## src/rtl/mctl_pkg.sv

```systemverilog
// Shared constants and helpers for the motor control/timing block.
// Contents: register bit positions, the watchdog clear code and the
// hardware-configuration word builder used for the hwconfig readback.
package mctl_pkg;

   localparam int CTRL_EN_BIT    = 5;
   localparam int CFG_INVPWM_BIT = 6;
   localparam int CFG_INVPH_BIT  = 7;

   localparam logic [7:0] WDOG_CLEAR_CODE = 8'h80;

   // Layout: {1'b0, channel count[2:0], 2'b00, divisor-select width[1:0]}
   function automatic logic [7:0] mctl_hwconfig(input logic [2:0] nch, input logic [1:0] divw);
      return {1'b0, nch, 2'b00, divw};
   endfunction

endpackage

```

## src/rtl/mctl_cediv.sv

```systemverilog
// Clock-enable divider: free-running counter advancing on cein; ceout
// fires on cein when the low 'sel' counter bits are all ones, giving a
// divide by 2^sel. sel = 0 passes cein straight through. A select change
// takes effect at once without resetting the counter.
// Ports:
//   clk, rst_n  system clock, async active-low reset
//   cein        input enable
//   sel         divide select (log2 of ratio)
//   ceout       divided enable, held low during reset
module mctl_cediv #(
   parameter int DIVW = 2
) (
   input  logic            clk,
   input  logic            rst_n,
   input  logic            cein,
   input  logic [DIVW-1:0] sel,
   output logic            ceout
);

   localparam int CW = (1 << DIVW) - 1;

   logic [CW-1:0] cnt;
   logic [CW-1:0] mask;

   always_ff @(posedge clk or negedge rst_n) begin
      if (!rst_n)    cnt <= '0;
      else if (cein) cnt <= cnt + 1'b1;
   end

   assign mask  = ~({CW{1'b1}} << sel);
   // rst_n gating keeps the pass-through path quiet while in reset.
   assign ceout = rst_n & cein & ((cnt & mask) == mask);

endmodule

```

## src/rtl/motor_ctrl_gen.sv

```systemverilog
// Control/timing block for an N-channel brushed-DC motor controller.
// Holds per-channel config registers, the control register and the
// watchdog; generates PWM-count and filter clock enables.
// Optional feature macro: MCTL_LEDALIVE_EN adds the ledalive heartbeat
// output (10-bit counter on the slow watchdog tick, MSB drives the LED).
// Ports:
//   clk, rst_n                      clock, async active-low reset
//   cfgld/ctrlld/wdogdivld/wrtdata  host load strobes and write data
//   tst                             fast watchdog tick select
//   wdogdis                         async watchdog disable (synchronised)
//   wdreset                         watchdog kick
//   pwmcntce, filterce              per-channel clock enables
//   invertpwm, invphase, run        per-channel control bits
//   motorena, wdtrip                global enable, watchdog trip flag
//   controlrdata, cfgrdata, wdogdivrdata, hwconfig   readbacks
//   ledalive                        heartbeat (MCTL_LEDALIVE_EN only)
module motor_ctrl_gen
   import mctl_pkg::*;
#(
   parameter int NCH     = 3,
   parameter int DIVW    = 2,
   parameter int BASEDIV = 5,
   parameter int WDSLOW  = 9,
   parameter int WDW     = 8
) (
   input  logic               clk,
   input  logic               rst_n,
   input  logic [NCH-1:0]     cfgld,
   input  logic               ctrlld,
   input  logic               wdogdivld,
   input  logic [7:0]         wrtdata,
   input  logic               tst,
   input  logic               wdogdis,
   input  logic               wdreset,
   output logic [NCH-1:0]     pwmcntce,
   output logic [NCH-1:0]     filterce,
   output logic [NCH-1:0]     invertpwm,
   output logic [NCH-1:0]     invphase,
   output logic [NCH-1:0]     run,
   output logic               motorena,
   output logic               wdtrip,
   output logic [7:0]         controlrdata,
   output logic [8*NCH-1:0]   cfgrdata,
   output logic [WDW-1:0]     wdogdivrdata,
   output logic [7:0]         hwconfig
`ifdef MCTL_LEDALIVE_EN
   ,
   output logic               ledalive
`endif
);

   localparam logic [7:0] CFG_MASK = 8'hC0 | 8'((1 << (2*DIVW)) - 1);
   localparam logic [4:0] RUN_MASK = 5'((1 << NCH) - 1);

   logic [BASEDIV-1:0]    pre_cnt;
   logic                  base_ce;
   logic                  fast_ph;
   logic                  fast_ce;
   logic [WDSLOW-1:0]     slow_cnt;
   logic                  slow_ce;
   logic                  wd_ce;
   logic                  dis_meta;
   logic                  dis_sync;
   logic [NCH-1:0][7:0]   cfg_q;
   logic [4:0]            run_q;
   logic                  en_q;
   logic [WDW-1:0]        wdogdiv_q;
   logic [WDW-1:0]        wd_cnt;
   logic                  counting;
   logic                  trip_cond;
   logic                  trip_clr;

   // Prescaler chain: base tick, every 2nd base tick, every 2^WDSLOW fast tick.
   always_ff @(posedge clk or negedge rst_n) begin
      if (!rst_n) begin
         pre_cnt  <= '0;
         base_ce  <= 1'b0;
         fast_ph  <= 1'b0;
         slow_cnt <= '0;
      end else begin
         pre_cnt <= pre_cnt + 1'b1;
         base_ce <= &pre_cnt;
         if (base_ce) fast_ph  <= ~fast_ph;
         if (fast_ce) slow_cnt <= slow_cnt + 1'b1;
      end
   end

   assign fast_ce = base_ce & fast_ph;
   assign slow_ce = fast_ce & (&slow_cnt);
   assign wd_ce   = tst ? fast_ce : slow_ce;

   always_ff @(posedge clk or negedge rst_n) begin
      if (!rst_n) begin
         dis_meta <= 1'b0;
         dis_sync <= 1'b0;
      end else begin
         dis_meta <= wdogdis;
         dis_sync <= dis_meta;
      end
   end

   // Config and divisor registers are locked while the motors are enabled.
   always_ff @(posedge clk or negedge rst_n) begin
      if (!rst_n) begin
         cfg_q     <= '0;
         wdogdiv_q <= '0;
      end else begin
         for (int i = 0; i < NCH; i++) begin
            if (cfgld[i] && !motorena) cfg_q[i] <= wrtdata & CFG_MASK;
         end
         if (wdogdivld && !motorena) wdogdiv_q <= wrtdata[WDW-1:0];
      end
   end

   always_ff @(posedge clk or negedge rst_n) begin
      if (!rst_n) begin
         run_q <= '0;
         en_q  <= 1'b0;
      end else if (ctrlld) begin
         run_q <= wrtdata[4:0] & RUN_MASK;
         en_q  <= wrtdata[CTRL_EN_BIT];
      end
   end

   assign counting  = motorena & ~wdreset & ~dis_sync;
   assign trip_cond = wd_ce & counting & (wd_cnt == wdogdiv_q);
   assign trip_clr  = ctrlld & (wrtdata == WDOG_CLEAR_CODE);

   always_ff @(posedge clk or negedge rst_n) begin
      if (!rst_n) begin
         wd_cnt <= '0;
         wdtrip <= 1'b0;
      end else begin
         if (!counting)  wd_cnt <= '0;
         else if (wd_ce) wd_cnt <= wd_cnt + 1'b1;
         // A host clear outranks a simultaneous trip.
         if (trip_clr)       wdtrip <= 1'b0;
         else if (trip_cond) wdtrip <= 1'b1;
      end
   end

   assign motorena = en_q & ~wdtrip;

   for (genvar i = 0; i < NCH; i++) begin : g_ch
      mctl_cediv #(.DIVW(DIVW)) u_pwm_div (
         .clk   (clk),
         .rst_n (rst_n),
         .cein  (1'b1),
         .sel   (cfg_q[i][DIVW-1:0]),
         .ceout (pwmcntce[i])
      );
      mctl_cediv #(.DIVW(DIVW)) u_flt_div (
         .clk   (clk),
         .rst_n (rst_n),
         .cein  (base_ce),
         .sel   (cfg_q[i][2*DIVW-1:DIVW]),
         .ceout (filterce[i])
      );
      assign invertpwm[i] = cfg_q[i][CFG_INVPWM_BIT];
      assign invphase[i]  = cfg_q[i][CFG_INVPH_BIT];
   end

   assign run          = run_q[NCH-1:0];
   assign cfgrdata     = cfg_q;
   assign wdogdivrdata = wdogdiv_q;
   assign controlrdata = {wdtrip, dis_sync, en_q, run_q};
   assign hwconfig     = mctl_hwconfig(3'(NCH), 2'(DIVW));

`ifdef MCTL_LEDALIVE_EN
   logic [9:0] led_cnt;

   always_ff @(posedge clk or negedge rst_n) begin
      if (!rst_n)       led_cnt <= '0;
      else if (slow_ce) led_cnt <= led_cnt + 1'b1;
   end

   assign ledalive = led_cnt[9];
`endif

endmodule
```

## config.mk

```make
export PLATFORM = sky130hd
export DESIGN_NAME = motor_ctrl_gen
export DESIGN_NICKNAME = d
export VERILOG_FILES = /design/src/rtl/mctl_pkg.sv /design/src/rtl/mctl_cediv.sv /design/src/rtl/motor_ctrl_gen.sv
export SDC_FILE = /design/constraint.sdc
export NUM_CORES = 1
export LEC_CHECK = 0
export ABC_CLOCK_PERIOD_IN_PS = 2100
export BUFFER_PORTS_ARGS = -buffer_cell sky130_fd_sc_hd__buf_2
export CAP_MARGIN = 20
export CELL_PAD_IN_SITES_DETAIL_PLACEMENT = 0
export CELL_PAD_IN_SITES_GLOBAL_PLACEMENT = 1
export CORE_ASPECT_RATIO = 1.5
export CORE_UTILIZATION = 42
export DETAILED_ROUTE_END_ITERATION = 16
export GPL_TIMING_DRIVEN = 1
export PLACE_DENSITY = 0.83
export RECOVER_POWER = 50
export SYNTH_ARGS = -nofsm -noshare
export SYNTH_HDL_FRONTEND = slang
export SYNTH_SLANG_ARGS = --single-unit
```

## constraint.sdc

```tcl
create_clock -name clk -period 2.1 [get_ports clk]
set_input_delay 0.42 -clock clk [delete_from_list [all_inputs] [get_ports clk]]
set_output_delay 0.42 -clock clk [all_outputs]
set_load 0.03 [all_outputs]
```

==> flow_summary.toml <==
[status]
outcome = "complete, no violations"

[finish]
syn2layout_area_growth_pct = 16.1
fin_nets = 371
drive_gt1_share_pct = 34.0
finalNonFillerCells = 449
antenna_cells_inserted = 0
finalInstanceArea_mm2 = 0.00397
nFillCells = 681

[pwr]
power.density_mw_per_mm2 = 948
p_leak_nw = 1.95
ir_worst_vdd_mv = 0.475

[worst_setup_path]
crit_required_ns = 2.32
crit_path_cell_trace = "ha_1 -> nand2_1 -> nor3_1 -> ha_1 -> o211ai_1 -> nor3_1 -> xnor2_1 -> nor2_1"
cp.arrival_ns = 2.08
end_kind = "flop"
timing.rr.end = "wd_cnt[5]$_DFFE_PN0P_"
path_buf_inv = 0
reg2reg_depth = 8
cp.depth = 8
crit_path_start_kind = "flop"
r2r_start = "slow_cnt[0]$_DFFE_PN0P_"
r2r_setup_slack_ns = 0.24
critPathSlowestCell = "o211ai_1"
path_delay_family = "compound AO/OA/AOI/OAI gates"
worstPathMaxFanout = 6
crit_type = "flop to flop"
slowest_delay_ns = 0.45

[placement]
dpl.hpwl_um = 4440
dp_cells = 433
io_buffers = 66
gp_congestion = 0.849
dpl_cell_area_mm2 = 0.00370

[yosys]
synth_seq_cells = 75
synth-warning-count = 0
synth_edf_count = 0
synth-adder-area-share_pct = 4.02
synth.largest_area_cell = "dfrtp_1"
synth_compound_area_share_pct = 3.84
synth_seq_area_share_pct = 54.9
synth_top_family_by_area = "multiplexers"
async_flop_share_pct = 100
yosys-mux-area-fraction_pct = 11.5
synth-main-ff-cell = "dfrtp_1"
synthTopCellsByArea = "dfrtp_1, mux2_2, buf_4"
synth_cells = 283
avgSynthCellArea_um2 = 12.1
synth_simple_gate_area_share_pct = 7.94
post-synth-top-count-cell = "dfrtp_1"
synth_top_area_share_pct = 54.9
ys_types = 27
synth_commonest_cells = "dfrtp_1, mux2_2, buf_4, xor2_1, nand2_1"
synth_xor_area_share_pct = 8.45
syn_area_mm2 = 0.00342

[floorplan]
initial_core_util_pct = 44.1
die_y_um = 113
pin_count = 83
die_w_um = 75.7
rows = 39
dieArea_mm2 = 0.00851
core_region_area_mm2 = 0.00776

[clock_tree]
cts.path.max_buffers = 2
post-cts-setup-buffers = 0
worstSkewPairLatency_ns = 0.33
ctsHtreeMaxLevel = 3
cts_buffers = 9
cts_sinks = 75
cts_resized = 0
clk_pin_slew_ns = 0.05
cts_tree = "done"
cts-root-buf = "clkbuf_16"
hold_buffers = 0

[timing]
maxSlewViolCount = 0
setup_viol = 0
max_freq_mhz = 538
fin_crit_sh_pct = 88.6
worst_pin_slew_ns = 1.09
rsz0062_at_grt = "no"
fin_worst_skew_ns = 0.00522
fin_setup_tns_ns = 0
relSlewSlack_pct = 27.1
post-route-min-period_ns = 1.86
finalHoldViolCount = 0

[global_route]
grt_use_total_pct = 15.6
grt_pass1_vias = 2013
antenna_found_initial = 0
grt_start_max_net_pins = 32
grt_first_pass_wirelength_um = 9640
gr-total-overflow = 0

[min_path]
min_path_cells = 1
hp-start = "wdogdis"
worstHoldPathType = "input port to flop"
min_delay_worst_endpoint = "dis_meta$_DFF_PN0_"

[routing]
drt-vias-per-instance = 4.86
remaining_drc_errors = 0
antenna_violating_nets_post_route = 0
drt_iter0_markers = 97
wire_per_inst_um = 13.4
via_count = 2183
dr.pass1.iters = 4
wirelength_um = 6040

[flow_run]
maxCapViolCount = 0
==> state kept, by name, indices dropped and copies added (netlist names) <==
| register | cells |
|---|---|
| pre_cnt | 5 |
| wdtrip | 1 |
| base_ce | 1 |
| slow_cnt | 9 |
| g_ch.u_pwm_div.cnt | 9 |
| run_q | 3 |
| g_ch.u_flt_div.cnt | 9 |
| en_q | 1 |
| dis_sync | 1 |
| wdogdivrdata | 8 |
| cfgrdata | 18 |
| dis_meta | 1 |
| wd_cnt | 8 |
| fast_ph | 1 |
==> per-stage QoR <==
| step | util, % | worst slack (ns) | power (mW) | hold slack [ns] |
|---|---|---|---|---|
| 3_3_place_gp | 47.7 | 0.338 | 2.40 | 0.344 |
| 5_1_grt | 51.2 | 0.0818 | 3.94 | 0.184 |
| 3_5_place_dp | 47.7 | 0.261 | 2.41 | 0.343 |
| 6_report | 51.2 | 0.240 | 3.76 | 0.195 |
| 2_1_floorplan | - | 0.374 | 2.23 | 0.124 |
| 4_1_cts | 51.2 | 0.236 | 3.82 | 0.100 |
==> worst max path at each step <==
stage,slack (ns),startpoint,end
after global placement,0.34,slow_cnt[0]$_DFFE_PN0P_,wd_cnt[7]$_DFFE_PN0P_
after global routing,0.08,slow_cnt[0]$_DFFE_PN0P_,wd_cnt[5]$_DFFE_PN0P_
after CTS,0.24,slow_cnt[0]$_DFFE_PN0P_,wd_cnt[5]$_DFFE_PN0P_
final,0.24,slow_cnt[0]$_DFFE_PN0P_,wd_cnt[5]$_DFFE_PN0P_
after floorplan,0.37,wdtrip$_DFFE_PN0P_,wdtrip$_DFFE_PN0P_
after detailed placement,0.26,slow_cnt[0]$_DFFE_PN0P_,wd_cnt[5]$_DFFE_PN0P_
==> metal layers <==
metal	part of all wire, %	track usage [%]	up-vias
met1	43	18.2	1072
met5	0	0	-
met2	50	25.2	72
li1	-	-	1027
met4	2.9	8.77	0
met3	5.0	4.31	12
==> where the power goes <==
part / internal (mW) / total [mW] / switching (mW)
Sequential: 1.55 / 1.65 / 0.0988
Combinational: 0.225 / 0.717 / 0.493
Clock: 0.860 / 1.39 / 0.531
==> area by class of cell <==
type                            instances  area (um^2)  area share [%]
Clock buffer                           14          264            6.65
Clock inverter                          2         10.0           0.252
Inverter                               11         41.3            1.04
Multi-Input combinational cell        175         1280            32.3
Sequential cell                        75         1880            47.3
Tap cell                              102          128            3.22
Timing Repair Buffer                   70          365            9.21
==> kinds of logic (layout without fill, tap and decap cells) <==
family,after synthesis,count (layout)
AO/OA/AOI/OAI,24,24
XOR/XNOR,33,33
adder cells (fa/ha/maj),11,11
buffers and inverters,47,97
flip-flops,75,75
multiplexers,35,35
other,2,16
AND/OR/NAND/NOR,56,56
==> cells in the final DEF (no fill, tap or decap), types with 3 or more instances in the layout <==
cell and n:
xnor2_1 15, conb_1 16, nand2_1 17, a21oi_1 8, o21ai_0 13, inv_1 11, clkbuf_16 9, buf_2 65
nand3_1 6, dfrtp_1 75, nor3_1 4, xor2_1 18, ha_1 11, mux2_2 35, clkbuf_1 5, nor2_1 15
nor4_1 3, nand4_1 4
(Power assumes the default switching activity.)
